[config.mk]
export PLATFORM = sky130hd
export DESIGN_NAME = ir_prefetch
export DESIGN_NICKNAME = d
export VERILOG_FILES = /design/src/rtl/ir_prefetch.sv
export SDC_FILE = /design/constraint.sdc
export NUM_CORES = 1
export LEC_CHECK = 0
export ABC_AREA = 1
export BUFFER_PORTS_ARGS = -buffer_cell sky130_fd_sc_hd__buf_2
export CORE_MARGIN = 1.5
export CORE_UTILIZATION = 23
export CTS_CLUSTER_DIAMETER = 80
export DETAILED_ROUTE_END_ITERATION = 8
export PLACE_DENSITY_LB_ADDON = 0.1
export SYNTH_ARGS = -nofsm -noshare
export SYNTH_HDL_FRONTEND = slang
export SYNTH_SLANG_ARGS = --single-unit
[constraint.sdc]
create_clock -name clk -period 3 [get_ports clk]
set_input_delay 0.75 -clock clk [delete_from_list [all_inputs] [get_ports clk]]
set_output_delay 0.75 -clock clk [all_outputs]
set_load 0.01 [all_outputs]
[src/rtl/ir_prefetch.sv]
// Instruction register fed by a DEPTH-entry prefetch queue, with flush and bypass.
// Optional sticky overflow/underflow flag on err when IR_ERR_FLAG_EN is defined.
module ir_prefetch #(
    parameter int DATA_WIDTH   = 8,
    parameter int OPCODE_WIDTH = 5,
    parameter int DEPTH        = 4
) (
    input  logic                               clk,
    input  logic                               rst,
    input  logic                               sclr,
    input  logic                               wr_en,
    input  logic [DATA_WIDTH-1:0]              busC,
    input  logic                               rd_en,
    output logic [OPCODE_WIDTH-1:0]            opcode,
    output logic [DATA_WIDTH-OPCODE_WIDTH-1:0] operand,
    output logic                               ir_valid,
    output logic                               empty,
    output logic                               full,
    output logic [$clog2(DEPTH+1)-1:0]         count,
    output logic                               err
);

    localparam int AW = $clog2(DEPTH);
    localparam int CW = $clog2(DEPTH+1);
    localparam int OW = DATA_WIDTH - OPCODE_WIDTH;

    logic [DATA_WIDTH-1:0] mem_q [DEPTH];
    logic [AW-1:0]         wptr_q, wptr_d;
    logic [AW-1:0]         rptr_q, rptr_d;
    logic [CW-1:0]         cnt_q, cnt_d;
    logic [DATA_WIDTH-1:0] ir_q, ir_d;
    logic                  vld_q, vld_d;

    logic empty_w, full_w;
    logic do_push, do_pop, bypass;

    assign empty_w = (cnt_q == '0);
    assign full_w  = (cnt_q == CW'(DEPTH));

    // An empty-queue read with a concurrent write takes busC straight into the IR.
    assign bypass  = !sclr && rd_en && wr_en && empty_w;
    assign do_pop  = !sclr && rd_en && !empty_w;
    assign do_push = !sclr && wr_en && !bypass && (!full_w || rd_en);

    always_comb begin
        wptr_d = wptr_q;
        rptr_d = rptr_q;
        cnt_d  = cnt_q;
        ir_d   = ir_q;
        vld_d  = vld_q;
        if (sclr) begin
            wptr_d = '0;
            rptr_d = '0;
            cnt_d  = '0;
            ir_d   = '0;
            vld_d  = 1'b0;
        end else begin
            if (do_push) wptr_d = wptr_q + AW'(1);
            if (do_pop)  rptr_d = rptr_q + AW'(1);
            cnt_d = cnt_q + CW'(do_push) - CW'(do_pop);
            if (do_pop) begin
                ir_d  = mem_q[rptr_q];
                vld_d = 1'b1;
            end else if (bypass) begin
                ir_d  = busC;
                vld_d = 1'b1;
            end else if (rd_en) begin
                vld_d = 1'b0;
            end
        end
    end

    always_ff @(posedge clk or negedge rst) begin
        if (!rst) begin
            wptr_q <= '0;
            rptr_q <= '0;
            cnt_q  <= '0;
            ir_q   <= '0;
            vld_q  <= 1'b0;
        end else begin
            wptr_q <= wptr_d;
            rptr_q <= rptr_d;
            cnt_q  <= cnt_d;
            ir_q   <= ir_d;
            vld_q  <= vld_d;
        end
    end

    // Storage needs no reset: pointers and count define what is live.
    always_ff @(posedge clk) begin
        if (do_push) mem_q[wptr_q] <= busC;
    end

`ifdef IR_ERR_FLAG_EN
    logic err_q;
    logic ovf, udf;

    assign ovf = !sclr && wr_en && full_w && !rd_en;
    assign udf = !sclr && rd_en && empty_w && !wr_en;

    always_ff @(posedge clk or negedge rst) begin
        if (!rst) begin
            err_q <= 1'b0;
        end else if (ovf || udf) begin
            err_q <= 1'b1;
        end
    end

    assign err = err_q;
`else
    assign err = 1'b0;
`endif

    assign opcode   = ir_q[DATA_WIDTH-1 -: OPCODE_WIDTH];
    assign operand  = ir_q[OW-1:0];
    assign ir_valid = vld_q;
    assign empty    = empty_w;
    assign full     = full_w;
    assign count    = cnt_q;

endmodule

### After elaboration in Yosys (flattened, before gate mapping)

Memory sizes are Yosys's and may differ from the RTL's.
Cells that the tools add are included.

| word-level totals | value |
|---|---|
| register bits after elaboration | 16 |
| bits in writable memories | 32 |
| input bits | 13 |
| output and inout port bits | 15 |
| word-level logic and storage cells | 42 |
| memories | 1 |

| operators by class | value |
|---|---|
| add/sub/neg operators | 4 |
| equal/unequal tests | 1 |
| muxes and demuxes | 14 |
| reduce and logical (&&, ||, !) cells | 17 |

Memory list:

| memory | depth | width | rd ports | clocked after Yosys merged registers in | wr ports | RTL line | text |
|---|---|---|---|---|---|---|---|
| mem_q | 4 | 8 | 1 | 0 | 1 | 27 | `logic [DATA_WIDTH-1:0] mem_q [DEPTH];` |

Operators with widths:

| kind | count |
|---|---|
| $mux 8 | 3 |
| $mux 2 | 4 |
| $logic_and 1x1->1 | 7 |
| $mux 1 | 6 |
| $add 2x1->2 const B | 2 |
| $logic_not 1->1 | 4 |
| $reduce_bool 2->1 | 2 |
| $reduce_bool 4->1 | 1 |
| $add 3x1->3 | 1 |
| $eq 3x3->1 const B | 1 |
| $logic_not 3->1 | 1 |
| $mux 3 | 1 |
| $reduce_bool 3->1 | 1 |
| $sub 3x1->3 | 1 |
| $logic_or 1x1->1 | 1 |

### Longest topological paths before layout

Gate-level depths: netlist of the first run.

| depth | value |
|---|---|
| word-level depth | 10 |
| depth in mapped cells | 12 |
| mapped depth without buffers | 12 |

### Worst setup path after synthesis of the first run

No wires, ideal clock.

| path | value |
|---|---|
| path type | input-to-reg |
| start point | in sclr |
| end point | reg cnt_q[2] (netlist: count[2]) |
| setup time | 0.124 ns |
| data arrival time | 2.207 ns |
| data required time | 2.876 ns |
| slack | 0.669 ns |
| stages on the path | 12 |
| path buffers | 0 |
| cell sequence | inv_2 nand2_1 nor2_1 nand2_1 nand3_2 ha_1 inv_1 ha_1 inv_1 fa_1 o21ai_0 a21oi_1 |

| between the ends | value |
|---|---|
| longest elaborated chain between the ends | 10 |

Ends and longest elaborated chain:

| what | RTL line | text |
|---|---|---|
| from (decl) | 10 | `input logic sclr,` |
| $logic_not 1->1 | 41, 42, 43 |  |
| $logic_and 1x1->1 | 41, 42 |  |
| $logic_and 1x1->1 (2 in series) | 41 | `assign bypass = !sclr && rd_en && wr_en && empty_w;` |
| $logic_not 1->1 | 43 | `assign do_push = !sclr && wr_en && !bypass && (!full_w \|\| rd_en);` |
| $logic_and 1x1->1 (2 in series) | 43 |  |
| $add 3x1->3 | 60 | `cnt_d = cnt_q + CW'(do_push) - CW'(do_pop);` |
| $sub 3x1->3 | 60 |  |
| $mux 3 * | 51 | `if (sclr) begin` |
| via cnt_d[2] | 30 | `logic [CW-1:0] cnt_q, cnt_d;` |
| to (signal assigned) | 83 | `cnt_q <= cnt_d;` |
| to (decl) | 30 |  |

Mark *: on every way through the listed nets, which the timed path passes. The rest lies on a longest branch.
A chain may end at the register's enable or synchronous reset.

### Worst setup path after layout of the first run

Ends and elaborated chain as after synthesis.

==> results.md, run 1 <==
| Stage | Result | Value |
|:---|:---|:---|
| run status | Outcome | finished, final reports clean |
| global route | Grt ovf | 0 |
| clock network | Clock transition at the registers of the reported paths | 0.10 ns |
| job | Maximum Capacitance Violations | 0 |
| detailed routing | Detailed-route vias per instance | 4.02 |
| yosys | Most numerous cell in the Yosys netlist | nand2_1 |
| clock network | # hold bufs at CTS | 0 |
| global route | Gr usage total | 10.9% |
| detailed routing | Count of TritonRoute iterations in the first routing pass | 4 |
| timing | Final critical path time including I/O delays and setup | 2.37 ns |
| setup path | Maximum fanout count along the critical path | 12 |
| setup path | Category of the critical setup timing path | primary input to flip-flop |
| clock network | Depth of the CTS H-tree | 2 |
| timing | Fmax | 422 MHz |
| setup path | Top cell family by delay on the critical path | adder cells |
| setup path | Startpoint class of the critical path | primary input |
| global route | Wire length of the first global-routing pass | 8.51 mm |
| clock network | TritonCTS clock tree | done |
| placement | Routability-driven placement congestion ratio | 0.730 |
| die | IO Count | 28 |
| yosys | Average size of a mapped cell | 9.56 sq um |
| detailed routing | DRC violation total after the first TritonRoute iteration | 40 |
| yosys | Number of synthesized flops with an enable pin | 32 |
| detailed routing | ANT nets after route | 0 |
| yosys | Cell area after synthesis | 2290 sq um |
| yosys | Number of synthesis warnings | 0 |
| yosys | Number of distinct standard cells referenced by the synthesized netlist | 24 |
| final layout | Area delta synth->final | 17.6% |
| setup path | Data required time at the worst endpoint | 3.19 ns |
| yosys | Leading cell types by total area after synthesis | edfxtp_1 42%, dfrtp_1 17%, nand2_1 14% |
| worst hold path | Path class of the lowest-slack min-delay path | primary input to async pin |
| global route | Number of global-route vias before repair | 1,663 |
| power and ir drop | Static Leakage | 1.25 nW |
| detailed routing | Total wirelength of the detailed-routed design | 5.19 mm |
| final layout | Number of diodes added for antenna fixing | 0 |
| final layout | Net count, final | 291 |
| die | Die height | 103 microns |
| detailed routing | Wirelength per Cell | 12.8 microns |
| power and ir drop | Combinational fraction of design power | 31.4% |
| power and ir drop | Internal Power | 1.28 mW |
| timing | Number of pins exceeding their max-slew limit in the final report | 0 |
| power and ir drop | Net load switching power | 0.693 mW |
| die | Horizontal die dimension | 103 microns |
| timing | Final hold slack | 0.350 ns |
| clock network | Number of resized instances in the post-cts repair step | 0 |
| setup path | Critical path arrival | 2.56 ns |
| die | Effective utilization at floorplan | 23.6% |
| yosys | Fraction of post-synthesis cell area in the top cell type by area | 41.9% |
| clock network | Clk buf depth | 2 |
| placement | Detail Placement HPWL | 3.65 mm |
| global route | Pin count of the biggest net entering global routing | 19 |
| global route | Initial antenna violation count | 0 |
| yosys | Synth Instances | 240 |
| timing | Setup repair after global routing missed its margin | false |
| detailed routing | DRC violation count after routing | 0 |
| setup path | Slowest-stage cell, CP | fa_1 |
| setup path | Peak per-stage delay on the critical path | 0.37 ns |
| yosys | Post-synth ARST share | 33.3% |
| timing | Final setup violation count | 0 |
| clock network | Clock root buffer | clkbuf_8 |
| yosys | Share of the yosys chip area belonging to registers | 59.3% |
| placement | Number of buffers added on ports | 26 |
| setup path | Number of buffers and inverters on the critical path | 4 |
| yosys | Primary flip-flop cell chosen by synthesis mapping | edfxtp_1 |
| clock network | # clock sinks | 48 |
| die | Number of standard-cell rows in the floorplan | 36 |
| setup path | Type of destination of the critical path | flip-flop |
| power and ir drop | Clock network fraction of total power | 24.4% |
| clock network | Post-CTS setup buffer count | 0 |
| yosys | Post-synthesis cell type with the largest combined area | edfxtp_1 |
| power and ir drop | Power per unit of standard cell area | 732 nW/um^2 |
| timing | Final Skew | 0.0175 ns |
| final layout | Proportion of layout cells with a drive suffix above 1 | 18.8% |
| power and ir drop | Switching power share of the total | 35.1% |
| detailed routing | Vias after detailed routing | 1,628 |
| timing | Ratio of final minimum period to clock period | 78.9% |
| die | Die Area | 10,600 sq um |
| yosys | Seq cells post-synth | 48 |
| power and ir drop | Seq pwr share | 44.2% |
| die | Core region area | 9730 sq um |
| setup path | Sequence of cells on the critical path | buf_2, inv_2, nand2_1, nor2_1, nand2_1, nand3_2, ha_1, inv_1, ha_1, inv_1, fa_1, o21ai_0, a21oi_1 |
| timing | Hold Violations, Final | 0 |
| yosys | Synthesized net count | 260 |
| clock network | Number of clock buffers inserted by TritonCTS | 5 |
| power and ir drop | Worst vdd ir | 0.000284 V |
| yosys | Leading post-synthesis cells by instance count | 87 x nand2_1, 32 x edfxtp_1, 22 x nand3_1, 20 x inv_1, 18 x nor2_1 |
| clock network | Worst-Skew Late Latency | 0.30 ns |
| timing | Final setup TNS | 0 ns |
power groups by stage:
stage          registers (mW)  logic, mW  clock network [mW]
3_5_place_dp            0.888      0.643                   0
6_report                0.873      0.621               0.481
5_1_grt                 0.886      0.731               0.514
4_1_cts                 0.874      0.644               0.496
2_1_floorplan           0.910      0.405                   0
3_3_place_gp            0.890      0.646                   0
cells in the final DEF, fill, tap and decap left out, types with 2 or more instances in the layout:
master    synthesis  layout
nand2_1          87      87
edfxtp_1         32      32
buf_2             2      26
nand3_1          22      22
inv_1            20      20
nor2_1           18      18
dfrtp_1          16      16
nand4_1          11      11
buf_4             4       8
ha_1              6       6
inv_2             5       5
clkbuf_8          0       5
nand3_4           2       2
xor2_1            2       2
o21ai_0           2       2
clkinv_4          0       2
worst paths after layout:
check	start	end	slack, ns	cells after the start
setup / recovery	sclr	count[2]	0.63	13
hold / removal	rst	ir_q[4]	0.35	1
setup reg to reg	count[1]	count[2]	0.81	12
hold reg to reg	ir_q[3]	ir_q[3]	0.54	2
max in group asynchronous	rst	wptr_q[0]	2.38	1
min in group clk	ir_q[3]	ir_q[3]	0.54	2
flip-flops by register name, indices dropped and copies added, names as in the netlist:
name and count:
mem_q 32, ir_q 8, count 3, rptr_q 2, wptr_q 2, ir_valid 1
area by class of cell:
type                    instances  area, sq um
clock buffers                   5         68.8
clock inverters                 3         47.5
fillers                      1084         7030
inverters                      26         97.6
multi-input cells             156          766
flip-flops and latches         48         1360
well taps                     133          166
repair buffers                 34          190
metrics by stage:
| stage | setup slack [ns] | instances | total power [mW] | area [sq um] | utilization, % |
|---|---|---|---|---|---|
| 4_1_cts | 0.612 | 405 | 2.01 | 2700 | 27.7 |
| 5_1_grt | 0.341 | 405 | 2.13 | 2700 | 27.7 |
| 3_5_place_dp | 0.281 | 397 | 1.53 | 2580 | 26.5 |
| 2_1_floorplan | 0.669 | 240 | 1.31 | 2290 | - |
| 3_3_place_gp | 0.304 | 397 | 1.54 | 2580 | 26.5 |
| 6_report | 0.633 | 405 | 1.97 | 2700 | 27.7 |
cell families (layout without fill, tap and decap cells):
family / Yosys count / count (layout) / synth area share [%]
other cells: 1 / 1 / 0.163
flops: 48 / 48 / 59.3
compound gates: 4 / 4 / 0.872
simple gates: 142 / 142 / 27.4
fa+ha+maj: 7 / 7 / 4.14
buf+inv: 36 / 68 / 7.31
xor+xnor: 2 / 2 / 0.763
routing by layer:
layer  wire length (microns)  part of all wire, %  GRT usage [%]
met1                    2410                   47           13.8
met2                    2580                   50           18.9
met3                     138                  2.7           2.31
met4                      48                 0.93           3.12
met5                       0                    0              0
(Power assumes the default switching activity.)
==> inputs of run 2 (changes only) <==
==> constraint.sdc (replaced) <==
create_clock -name clk -period 1.95 [get_ports clk]
set_input_delay 0.4875 -clock clk [delete_from_list [all_inputs] [get_ports clk]]
set_output_delay 0.4875 -clock clk [all_outputs]
set_load 0.01 [all_outputs]
==> run 2 against run 1 <==
Net effect:
- first-iteration DRC count fell by 2.5%
- highest routed layer unchanged
- sequential power rose by 55%
- critical endpoint is now count[1]
- die area stayed put
- worst hold slack worse by 0.27 ns
- critical path type is now flip-flop to flip-flop
- largest power group unchanged
- sequential share of layout area is 2.6 points lower
- clock skew increased by 0.00078 ns
==> results.md, run 2 (same netlist as run 1, synthesis figures left out) <==
| Stage | Result | Value | vs previous |
|:---|:---|:---|:---|
| die | Die height | 103 microns | unchanged |
| placement | Routability-driven placement congestion ratio | 0.690 | -5.6% |
| setup path | Reg2reg end | count[1] |  |
| timing | Number of pins exceeding their max-slew limit in the final report | 0 | unchanged |
| timing | Ratio of final minimum period to clock period | 95.5% |  |
| detailed routing | Wirelength per Cell | 12.9 microns | +0.51% |
| setup path | Startpoint of the worst-slack reg-to-reg timing path | count[1] |  |
| clock network | TritonCTS clock tree | done |  |
| timing | Final critical path time including I/O delays and setup | 1.86 ns |  |
| global route | Initial antenna violation count | 0 | unchanged |
| final layout | Combined flip-flop and latch cell area | 1370 sq um | +0.28% |
| setup path | Top cell family by delay on the critical path | adder cells |  |
| setup path | Type of destination of the critical path | flip-flop |  |
| power and ir drop | Static Leakage | 1.31 nW | +4.6% |
| die | Horizontal die dimension | 103 microns | unchanged |
| setup path | Peak per-stage delay on the critical path | 0.50 ns | +0.13 ns |
| global route | Number of global-route vias before repair | 1,685 | +1.3% |
| final layout | Flip-flop count of the largest register after layout | 32 | unchanged |
| final layout | Number of diodes added for antenna fixing | 0 | unchanged |
| detailed routing | Total wirelength of the detailed-routed design | 5.37 mm | +3.5% |
| final layout | Non-filler cells in the finished layout | 417 | +3.0% |
| final layout | Leading cell type in the layout, fill and taps excluded | nand2_1 |  |
| setup path | Number of buffers and inverters on the critical path | 3 | -1 |
| placement | Detail Placement HPWL | 3.72 mm | +1.9% |
| clock network | Clk buf depth | 2 | unchanged |
| final layout | Area delta synth->final | 24.3% |  |
| detailed routing | Detailed-route vias per instance | 3.92 | -2.4% |
| clock network | Clock transition at the registers of the reported paths | 0.10 ns | about the same |
| setup path | Category of the critical setup timing path | flip-flop to flip-flop |  |
| timing | Final setup violation count | 0 | unchanged |
| clock network | # hold bufs at CTS | 0 | unchanged |
| detailed routing | Vias after detailed routing | 1,636 | +0.49% |
| detailed routing | Count of TritonRoute iterations in the first routing pass | 4 | unchanged |
| power and ir drop | Clock network fraction of total power | 23.5% | -0.9 points |
| run status | Outcome | finished, final reports clean |  |
| global route | Wire length of the first global-routing pass | 8.65 mm | +1.5% |
| timing | Final Skew | 0.0183 ns | +0.000782 ns |
| final layout | Register bank with the most flops | mem_q |  |
| global route | Grt ovf | 0 | unchanged |
| setup path | Worst setup slack for register-to-register paths | 0.09 ns | -0.72 ns |
| final layout | Total area of multi-input combinational cells | 822 sq um | +7.4% |
| power and ir drop | Total design power | 3.20 mW | +62% |
| placement | Worst-case setup slack after placement | -0.135 ns | -0.416 ns |
| timing | Hold Violations, Final | 0 | unchanged |
| placement | Number of buffers added on ports | 26 | unchanged |
| clock network | Clock root buffer | clkbuf_8 |  |
| final layout | Commonest cells after routing, fill and taps aside | 85 x nand2_1, 32 x edfxtp_1, 26 x buf_2 |  |
| power and ir drop | Combinational fraction of design power | 34.3% | +2.9 points |
| setup path | Critical path arrival | 2.08 ns | -0.48 ns |
| setup path | Startpoint class of the critical path | flip-flop |  |
| global route | Gr usage total | 11.2% | +0.28 points |
| die | IO Count | 28 | unchanged |
| die | Core region area | 9730 sq um | unchanged |
| detailed routing | DRC violation total after the first TritonRoute iteration | 39 | -2.5% |
| setup path | Sequence of cells on the critical path | inv_4, nand4_1, nand3_4, ha_4, inv_2, ha_4, inv_2, fa_2, nor2_1 |  |
| power and ir drop | Net load switching power | 1.14 mW | +64% |
| timing | Fmax | 537 MHz |  |
| clock network | # clock sinks | 48 | unchanged |
| detailed routing | ANT nets after route | 0 | unchanged |
| setup path | Data required time at the worst endpoint | 2.17 ns | -1.02 ns |
| setup path | Slowest-stage cell, CP | fa_2 |  |
| die | Effective utilization at floorplan | 23.6% | unchanged |
| die | Number of standard-cell rows in the floorplan | 36 | unchanged |
| global route | Pin count of the biggest net entering global routing | 19 | unchanged |
| job | Maximum Capacitance Violations | 0 | unchanged |
| final layout | Proportion of layout cells with a drive suffix above 1 | 26.8% | +8.0 points |
| placement | Placed cells | 409 | +3.0% |
| final layout | Net count, final | 303 | +4.1% |
| power and ir drop | Power per unit of standard cell area | 1120 nW/um^2 | +53% |
| die | Die Area | 10,600 sq um | unchanged |
| power and ir drop | Worst vdd ir | 0.000427 V | +50% |
| final layout | Number of inserted filler cells in the final layout | 1,079 | -0.46% |
| timing | Final worst-path setup slack | 0.0878 ns | -0.545 ns |
| clock network | Depth of the CTS H-tree | 2 | unchanged |
| power and ir drop | Internal Power | 2.06 mW | +61% |
| power and ir drop | Switching power share of the total | 35.5% | +0.47 points |
| detailed routing | DRC violation count after routing | 0 | unchanged |
| clock network | Worst-Skew Late Latency | 0.31 ns | about the same |
| clock network | Number of clock buffers inserted by TritonCTS | 5 | unchanged |
| power and ir drop | Seq pwr share | 42.2% | -2.0 points |
| setup path | Maximum fanout count along the critical path | 3 | -9 |
| setup path | FF-to-FF path depth | 9 | -3 |
| worst hold path | Path class of the lowest-slack min-delay path | primary input to async pin |  |
## run 2: cell type report
class                      instances  share of cell area [%]
clock inverter                     3                    1.67
inverter                          26                    3.60
tap                              133                    5.83
clock buffer                       5                    2.41
multi-input combinational        156                    28.8
timing repair buffer              46                    9.82
sequential                        48                    47.9
## run 2: worst max path at each step
stage	slack (ns)	cells past startpoint	endpoint	startpoint
global route	-0.0006	11	count[1]	count[0]
floorplan	-0.07	11	count[1]	count[1]
detailed placement	-0.14	9	count[1]	sclr
CTS	0.03	11	count[1]	count[0]
finish	0.09	9	count[1]	count[1]
global placement	-0.10	9	count[1]	sclr
## run 2: metrics by stage
stage | util [%] | instance area [sq um] | hold slack [ns] | setup TNS, ns
after floorplan | - | 2350 | 0.192 | -0.0825
after global placement | 28.0 | 2720 | 0.438 | -0.173
after detailed placement | 28.0 | 2720 | 0.442 | -0.250
after CTS | 29.2 | 2840 | 0.0958 | 0
after global routing | 29.3 | 2850 | 0.106 | -0.000617
final | 29.3 | 2850 | 0.0821 | 0
## run 2: metal layers
metal  track usage, %  vias to the layer above  wire, microns  part of all wire, %
li1                 -                      861              -                    -
met1             13.9                      753           2480                   46
met2             19.5                       17           2690                   50
met3             2.51                        5            145                  2.7
met4             3.43                        0             55                  1.0
met5                0                        -              0                    0
## run 2: repair_timing
item | CTS | global route
setup endpoints to repair | 0 | 2
resized for setup | 0 | 4
setup buffers | 0 | 0
## run 2: power groups by stage
| stage | sequential, mW | combinational [mW] | clock [mW] |
|---|---|---|---|
| after floorplan | 1.41 | 0.678 | 0 |
| after global placement | 1.36 | 1.11 | 0 |
| after detailed placement | 1.36 | 1.11 | 0 |
| after CTS | 1.34 | 1.11 | 0.777 |
| after global routing | 1.37 | 1.29 | 0.816 |
| final | 1.35 | 1.10 | 0.752 |
## run 2: worst reg2reg max path, stage by stage (launching register included)
cell and delay [ns]:
dfrtp_2 0.43, inv_4 0.08, nand4_1 0.17, nand3_4 0.14, ha_4 0.20, inv_2 0.06
ha_4 0.11, inv_2 0.03, fa_2 0.50, nor2_1 0.04
